==> config.mk <==
export PLATFORM = sky130hd
export DESIGN_NAME = axis_m_fft_out
export DESIGN_NICKNAME = d
export VERILOG_FILES = /design/src/rtl/axis_m_fft_out_pkg.sv /design/src/rtl/axis_m_fft_out_fifo.sv /design/src/rtl/axis_m_fft_out.sv
export SDC_FILE = /design/constraint.sdc
export NUM_CORES = 1
export LEC_CHECK = 0
export CAP_MARGIN = 20
export CORE_ASPECT_RATIO = 0.8
export CORE_MARGIN = 1
export CORE_UTILIZATION = 55
export DETAILED_ROUTE_END_ITERATION = 7
export PLACE_DENSITY = 0.72
export SYNTH_ARGS = -nofsm -noshare
export SYNTH_HDL_FRONTEND = slang
export SYNTH_SLANG_ARGS = --single-unit
==> constraint.sdc <==
create_clock -name clk -period 6.3 [get_ports clk]
set_input_delay 0.945 -clock clk [delete_from_list [all_inputs] [get_ports clk]]
set_output_delay 0.945 -clock clk [all_outputs]
set_load 0.005 [all_outputs]
==> src/rtl/axis_m_fft_out_pkg.sv <==
// Shared definitions for the FFT output-side AXI-Stream master: frame sizing
// helpers and the read-out FSM state type.
package axi_stream_pckg;

  typedef enum logic [2:0] {
    IDLE,
    RD,
    LOAD,
    PUSH,
    DRAIN
  } fsm_state_t;

  // Beats carved out of one memory word (M_IF_BUFFER_SIZE).
  function automatic int m_if_buffer_size(input int vlw_wdt, input int tdata_wdt);
    return vlw_wdt / tdata_wdt;
  endfunction

  // Beats in one frame (M_PACKET_CNT).
  function automatic int m_packet_cnt(input int fft_size_log2, input int vlw_wdt,
                                      input int tdata_wdt);
    return (2 ** fft_size_log2) * (vlw_wdt / tdata_wdt);
  endfunction

  // Master FIFO pointer index width (M_FIFO_ADDR_WDT).
  function automatic int m_fifo_addr_wdt(input int fifo_size);
    return $clog2(fifo_size);
  endfunction

endpackage

==> src/rtl/axis_m_fft_out_fifo.sv <==
// First-word-fall-through FIFO; pointers carry one extra wrap bit so that
// full and empty are distinguishable without a separate counter.
module axis_m_fifo
  import axi_stream_pckg::*;
#(
  parameter int DATA_W = 33,
  parameter int DEPTH  = 16
) (
  input  logic              clk,
  input  logic              rst,
  input  logic              wr_en,
  input  logic [DATA_W-1:0] wr_data,
  input  logic              rd_en,
  output logic [DATA_W-1:0] rd_data,
  output logic              full,
  output logic              empty
);

  localparam int AW = m_fifo_addr_wdt(DEPTH);

  logic [DATA_W-1:0] mem [DEPTH];
  logic [AW:0]       wr_ptr;
  logic [AW:0]       rd_ptr;
  logic              wr_ok;
  logic              rd_ok;

  assign full    = (wr_ptr[AW] != rd_ptr[AW]) && (wr_ptr[AW-1:0] == rd_ptr[AW-1:0]);
  assign empty   = (wr_ptr == rd_ptr);
  assign wr_ok   = wr_en & ~full;
  assign rd_ok   = rd_en & ~empty;
  assign rd_data = mem[rd_ptr[AW-1:0]];

  always_ff @(posedge clk or posedge rst) begin
    if (rst) begin
      wr_ptr <= '0;
      rd_ptr <= '0;
    end else begin
      if (wr_ok) wr_ptr <= wr_ptr + 1'b1;
      if (rd_ok) rd_ptr <= rd_ptr + 1'b1;
    end
  end

  always_ff @(posedge clk) begin
    if (wr_ok) mem[wr_ptr[AW-1:0]] <= wr_data;
  end

endmodule

==> src/rtl/axis_m_fft_out.sv <==
// FFT result read-out: reads every memory word of a frame, slices it MSB-first
// into AXI-Stream beats through a FWFT FIFO, and flags the last beat with TLAST.
module axis_m_fft_out
  import axi_stream_pckg::*;
#(
  parameter int VLW_WDT           = 64,
  parameter int M_TDATA_WDT       = 32,
  parameter int M_FIFO_SIZE       = 16,
  parameter int C_FFT_SIZE_LOG2   = 12,
  parameter int OUTPUT_MEM_OFFSET = 0
) (
  input  logic                       clk,
  input  logic                       rst,
  input  logic                       start_i,
  output logic                       busy_o,
  output logic                       done_o,
  output logic                       mem_rd_en_o,
  output logic [C_FFT_SIZE_LOG2-1:0] mem_rd_addr_o,
  input  logic [VLW_WDT-1:0]         mem_rd_data_i,
  output logic [M_TDATA_WDT-1:0]     m_axis_tdata_o,
  output logic                       m_axis_tvalid_o,
  input  logic                       m_axis_tready_i,
  output logic                       m_axis_tlast_o
);

  localparam int BUF_SIZE = m_if_buffer_size(VLW_WDT, M_TDATA_WDT);
  localparam int SLICE_W  = (BUF_SIZE > 1) ? $clog2(BUF_SIZE) : 1;
  localparam int FIFO_W   = M_TDATA_WDT + 1;

  localparam logic [C_FFT_SIZE_LOG2:0]   FRAME_WORDS = {1'b1, {C_FFT_SIZE_LOG2{1'b0}}};
  localparam logic [C_FFT_SIZE_LOG2-1:0] ADDR_BASE   = C_FFT_SIZE_LOG2'(OUTPUT_MEM_OFFSET);
  localparam logic [SLICE_W-1:0]         SLICE_LAST  = SLICE_W'(BUF_SIZE - 1);

  fsm_state_t state, state_nxt;

  // word_cnt counts words already requested, so it reaches FRAME_WORDS
  // exactly when the word being sliced is the last one of the frame.
  logic [C_FFT_SIZE_LOG2:0] word_cnt;
  logic [SLICE_W-1:0]       slice_idx;
  logic [VLW_WDT-1:0]       word_p1;
  logic [M_TDATA_WDT-1:0]   slice_data;
  logic [FIFO_W-1:0]        fifo_head;
  logic                     fifo_full;
  logic                     fifo_empty;
  logic                     push;
  logic                     pop;
  logic                     rd_en;
  logic                     done;
  logic                     slice_last;
  logic                     last_word;

  assign slice_last = (slice_idx == SLICE_LAST);
  assign last_word  = (word_cnt == FRAME_WORDS);

  always_comb begin
    slice_data = '0;
    for (int k = 0; k < BUF_SIZE; k++) begin
      if (slice_idx == SLICE_W'(k))
        slice_data = word_p1[VLW_WDT-1-k*M_TDATA_WDT -: M_TDATA_WDT];
    end
  end

  always_ff @(posedge clk or posedge rst) begin
    if (rst) state <= IDLE;
    else     state <= state_nxt;
  end

  always_comb begin
    state_nxt = state;
    rd_en     = 1'b0;
    push      = 1'b0;
    done      = 1'b0;
    case (state)
      IDLE:  if (start_i) state_nxt = RD;
      RD: begin
        rd_en     = 1'b1;
        state_nxt = LOAD;
      end
      LOAD:  state_nxt = PUSH;
      PUSH: begin
        if (!fifo_full) begin
          push = 1'b1;
          if (slice_last) begin
            if (!last_word) begin
              rd_en     = 1'b1;
              state_nxt = LOAD;
            end else begin
              state_nxt = DRAIN;
            end
          end
        end
      end
      DRAIN: begin
        if (fifo_empty) begin
          done      = 1'b1;
          state_nxt = IDLE;
        end
      end
      default: state_nxt = IDLE;
    endcase
  end

  always_ff @(posedge clk or posedge rst) begin
    if (rst) begin
      word_cnt  <= '0;
      slice_idx <= '0;
    end else begin
      if (rd_en)     word_cnt <= word_cnt + 1'b1;
      else if (done) word_cnt <= '0;
      if (push) slice_idx <= slice_last ? '0 : slice_idx + 1'b1;
    end
  end

  // Word buffer stage: memory data is valid in LOAD, one cycle after the strobe.
  always_ff @(posedge clk) begin
    if (state == LOAD) word_p1 <= mem_rd_data_i;
  end

  assign pop = ~fifo_empty & m_axis_tready_i;

  axis_m_fifo #(
    .DATA_W (FIFO_W),
    .DEPTH  (M_FIFO_SIZE)
  ) u_fifo (
    .clk     (clk),
    .rst     (rst),
    .wr_en   (push),
    .wr_data ({slice_last & last_word, slice_data}),
    .rd_en   (pop),
    .rd_data (fifo_head),
    .full    (fifo_full),
    .empty   (fifo_empty)
  );

  assign busy_o          = (state != IDLE);
  assign done_o          = done;
  assign mem_rd_en_o     = rd_en;
  assign mem_rd_addr_o   = ADDR_BASE + word_cnt[C_FFT_SIZE_LOG2-1:0];
  assign m_axis_tvalid_o = ~fifo_empty;
  // Mask the head when empty so stale or uninitialised storage never shows.
  assign {m_axis_tlast_o, m_axis_tdata_o} = fifo_empty ? '0 : fifo_head;

endmodule

==> flow_summary.yaml <==
status:
  outcome: "completed"
power:
  power_frac_comb_pct: 31.0
  p_sw_share_pct: 29.8
  p_leak_nw: 9.06
  power_density_nw_per_um2: 502
  pwr-share-clk_pct: 24.5
  p_int_mw: 9.80
  p_total_mw: 14.0
  p_seq_share_pct: 44.4
  p_switching_mw: 4.15
  max-vdd-ir-drop_mv: 0.280
synth:
  synthFlopType: "edfxtp_1"
  ys_warn_count: 0
  synth_top_area_share_pct: 73.4
  syn_inst: 1133
  ys_seq_elements: 619
  synth_seq_area_share_pct: 76.2
  yosys.area.top_type: "edfxtp_1"
  synth_area_leaders: "edfxtp_1 (73%), mux4_2 (12%), dfrtp_1 (2.8%)"
  synth_fp_nets: 1208
  synth_area_sq_um: 24200
  avgSynthCellArea_sq_um: 21.4
  netlist-cell-type-count: 44
  async_flop_share_pct: 4.36
  synth_edf_count: 592
clock_network:
  cts_tree: "done"
  h-tree-depth: 2
  root_buffer: "clkbuf_16"
  cts-resized-gates: 0
  numCtsBuffers: 56
  cts.clk_slew.worst_paths_ns: 0.06
  max-clock-path-buffers: 3
  post-cts-setup-buffer-count: 0
  ctsHoldBuffers: 0
  cts_sinks: 619
  clock_latency_ns: 0.61
setup_path:
  crit_path_max_fanout: 74
  cp_cell_sequence: "buf_4, mux4_2, mux2i_1, a211oi_1, clkdlybuf4s50_1"
  critPathMaxStageDelay_ns: 1.01
  r2r_setup_slack_ns: 2.55
  end_kind: "primary output"
  reg2regPathDepth: 6
  worstSetupPathType: "register to primary output"
  cp.arrival_ns: 4.08
  r2r-end: "u_fifo.mem[3][10]"
  critical-path-slowest-cell: "dfrtp_4"
  cp_top_family: "buffers and inverters"
  path_buf_inv: 2
  worstPathRequired_ns: 5.35
  cp-start-kind: "register"
  reg2reg_from: "u_fifo.rd_ptr[1]"
global_route:
  grt_max_degree: 94
  antenna_found_initial: 0
  grt_usage_pct: 21.7
  grt-ovfl-total: 0
  grt_pass1_vias: 11500
  grt_pass1_wl_um: 71800
worst_hold_path:
  holdCritPathClass: "register to register"
  hold_depth: 1
  hold_end: "u_fifo.wr_ptr[4]"
  min_from: "u_fifo.wr_ptr[4]"
drt:
  drc: 0
  ant_nets: 0
  first_pass_iters: 5
  drtIter0Drc: 1115
  routed_via_density: 6.10
  post_drt_wl_per_cell_um: 25.3
  num_vias: 11400
  drt-total-wl_um: 47200
finish:
  instances_no_fill: 1863
  syn_to_final_growth_pct: 14.8
  postLayoutCellArea_sq_um: 27800
  fillers: 2860
  antennaDiodeCount: 0
  nets: 1333
  ff_latch_area_sq_um: 18500
  final_util_pct: 64.2
  final_layout_size_suffix_gt1_share_pct: 23.8
  multiInputGateArea_sq_um: 5350
floorplan:
  die_h_um: 190
  die_area_sq_um: 44900
  core_region_area_sq_um: 43300
  pin_count: 117
  start_util_pct: 55.9
  die_w_um: 237
  placementRows: 68
timing:
  fin_skew_ns: 0.0257
  finalHoldViolations: 0
  holdWs_ns: 0.495
  final.period_utilization_pct: 79.7
  post-route-min-period_ns: 5.02
  setup_ws_ns: 1.28
  worst_pin_slew_ns: 1.02
  setup_tns_ns: 0
  setup_violations: 0
  fmax_ghz: 0.199
  grt_setup_unrepaired: "false"
  drv_slew: 0
  slew_headroom_pct: 32.1
placement:
  portBuffers: 116
  post_dp_cell_area_sq_um: 25900
  gp_congestion: 0.769
  hpwlAfterDp_um: 24400
  dp.cells: 1759
  pre_cts_slack_ns: 1.86
flow_run:
  cap_violations: 0
-- worst reg2reg max path, delay by kind of cell (launching register included) --
family,cells,cell delay (ns)
AOI/OAI and AO/OA,1,0.87
xor gates and xnor gates,1,0.23
buffers and inverters,1,0.61
DFF,1,1.01
and+or+nand+nor,3,0.64
-- flip-flops by register name (all words and copies together) (netlist names) --
| register | cells |
|---|---|
| slice_idx | 1 |
| state | 3 |
| u_fifo.mem | 528 |
| u_fifo.rd_ptr | 5 |
| u_fifo.wr_ptr | 5 |
| word_cnt | 13 |
| word_p1 | 64 |
-- kinds of logic (layout without fill, tap and decap cells) --
group | count (synthesis) | in the layout | synth area share [%]
AO/OA/AOI/OAI | 86 | 86 | 2.78
XOR/XNOR | 17 | 17 | 0.677
adder cells (fa/ha/maj) | 7 | 7 | 0.362
buffers and inverters | 86 | 256 | 1.90
flip-flops | 619 | 619 | 76.2
multiplexers | 200 | 200 | 15.3
AND/OR/NAND/NOR | 118 | 118 | 2.84
-- placed cells by master (no fill, tap or decap), types with 15 or more instances in the layout --
cell type and n:
mux2_2 33, edfxtp_1 592, and3_2 15, mux4_2 132, a211oi_1 67, clkdlybuf4s50_1 116
dfrtp_1 22, nor2b_1 37, clkbuf_16 57, mux2i_1 34, buf_4 26
-- layer usage --
metal	wire length (um)	vias up	global-route usage [%]
met1	20900	5977	32.1
met4	720	0	4.95
met2	22700	368	34.7
li1	-	4951	-
met5	0	-	0
met3	2820	63	3.12
-- power by group through the flow --
stage	clock network [mW]	registers, mW	logic [mW]
floorplan	0	6.04	3.01
global placement	0	6.25	4.33
detailed placement	0	6.29	4.41
CTS	3.48	6.21	4.42
global route	3.63	6.27	4.70
finish	3.42	6.20	4.33
-- area by class of cell --
cell class              count  share of cell area (%)
inverters                   9                   0.121
well taps                 560                    2.52
clock buffers              67                    5.26
repair buffers            144                    5.05
clock inverters            36                    1.40
flip-flops and latches    619                    66.4
multi-input cells         428                    19.2
-- how the worst max path moves through the flow --
stage | from | slack (ns) | to | cells after the start
final | u_fifo.rd_ptr[1] | 1.28 | m_axis_tdata_o[6] | 5
after global placement | u_fifo.rd_ptr[1] | 1.87 | m_axis_tdata_o[22] | 5
after floorplan | state[1] | 0.87 | word_p1[0] | 3
after CTS | u_fifo.rd_ptr[1] | 1.22 | m_axis_tdata_o[22] | 5
after global routing | u_fifo.rd_ptr[1] | 1.12 | m_axis_tdata_o[6] | 5
after detailed placement | u_fifo.rd_ptr[1] | 1.86 | m_axis_tdata_o[22] | 5
-- cell usage after synthesis (all sizes together) (2+ instances only) --
cell      n
edfxtp  592
mux4    132
a211oi   68
buf      56
nor2b    38
mux2     34
mux2i    34
dfrtp    27
and3     26
clkbuf   21
nand2    13
nor2     13
xor2     10
inv       9
a221o     7
ha        7
nand3     7
xnor2     7
a22o      3
and2      3
nor3      3
nor4      3
or2       3
nand4     2
nor4b     2
o21ai     2
Power figures use the tool's default switching activity.
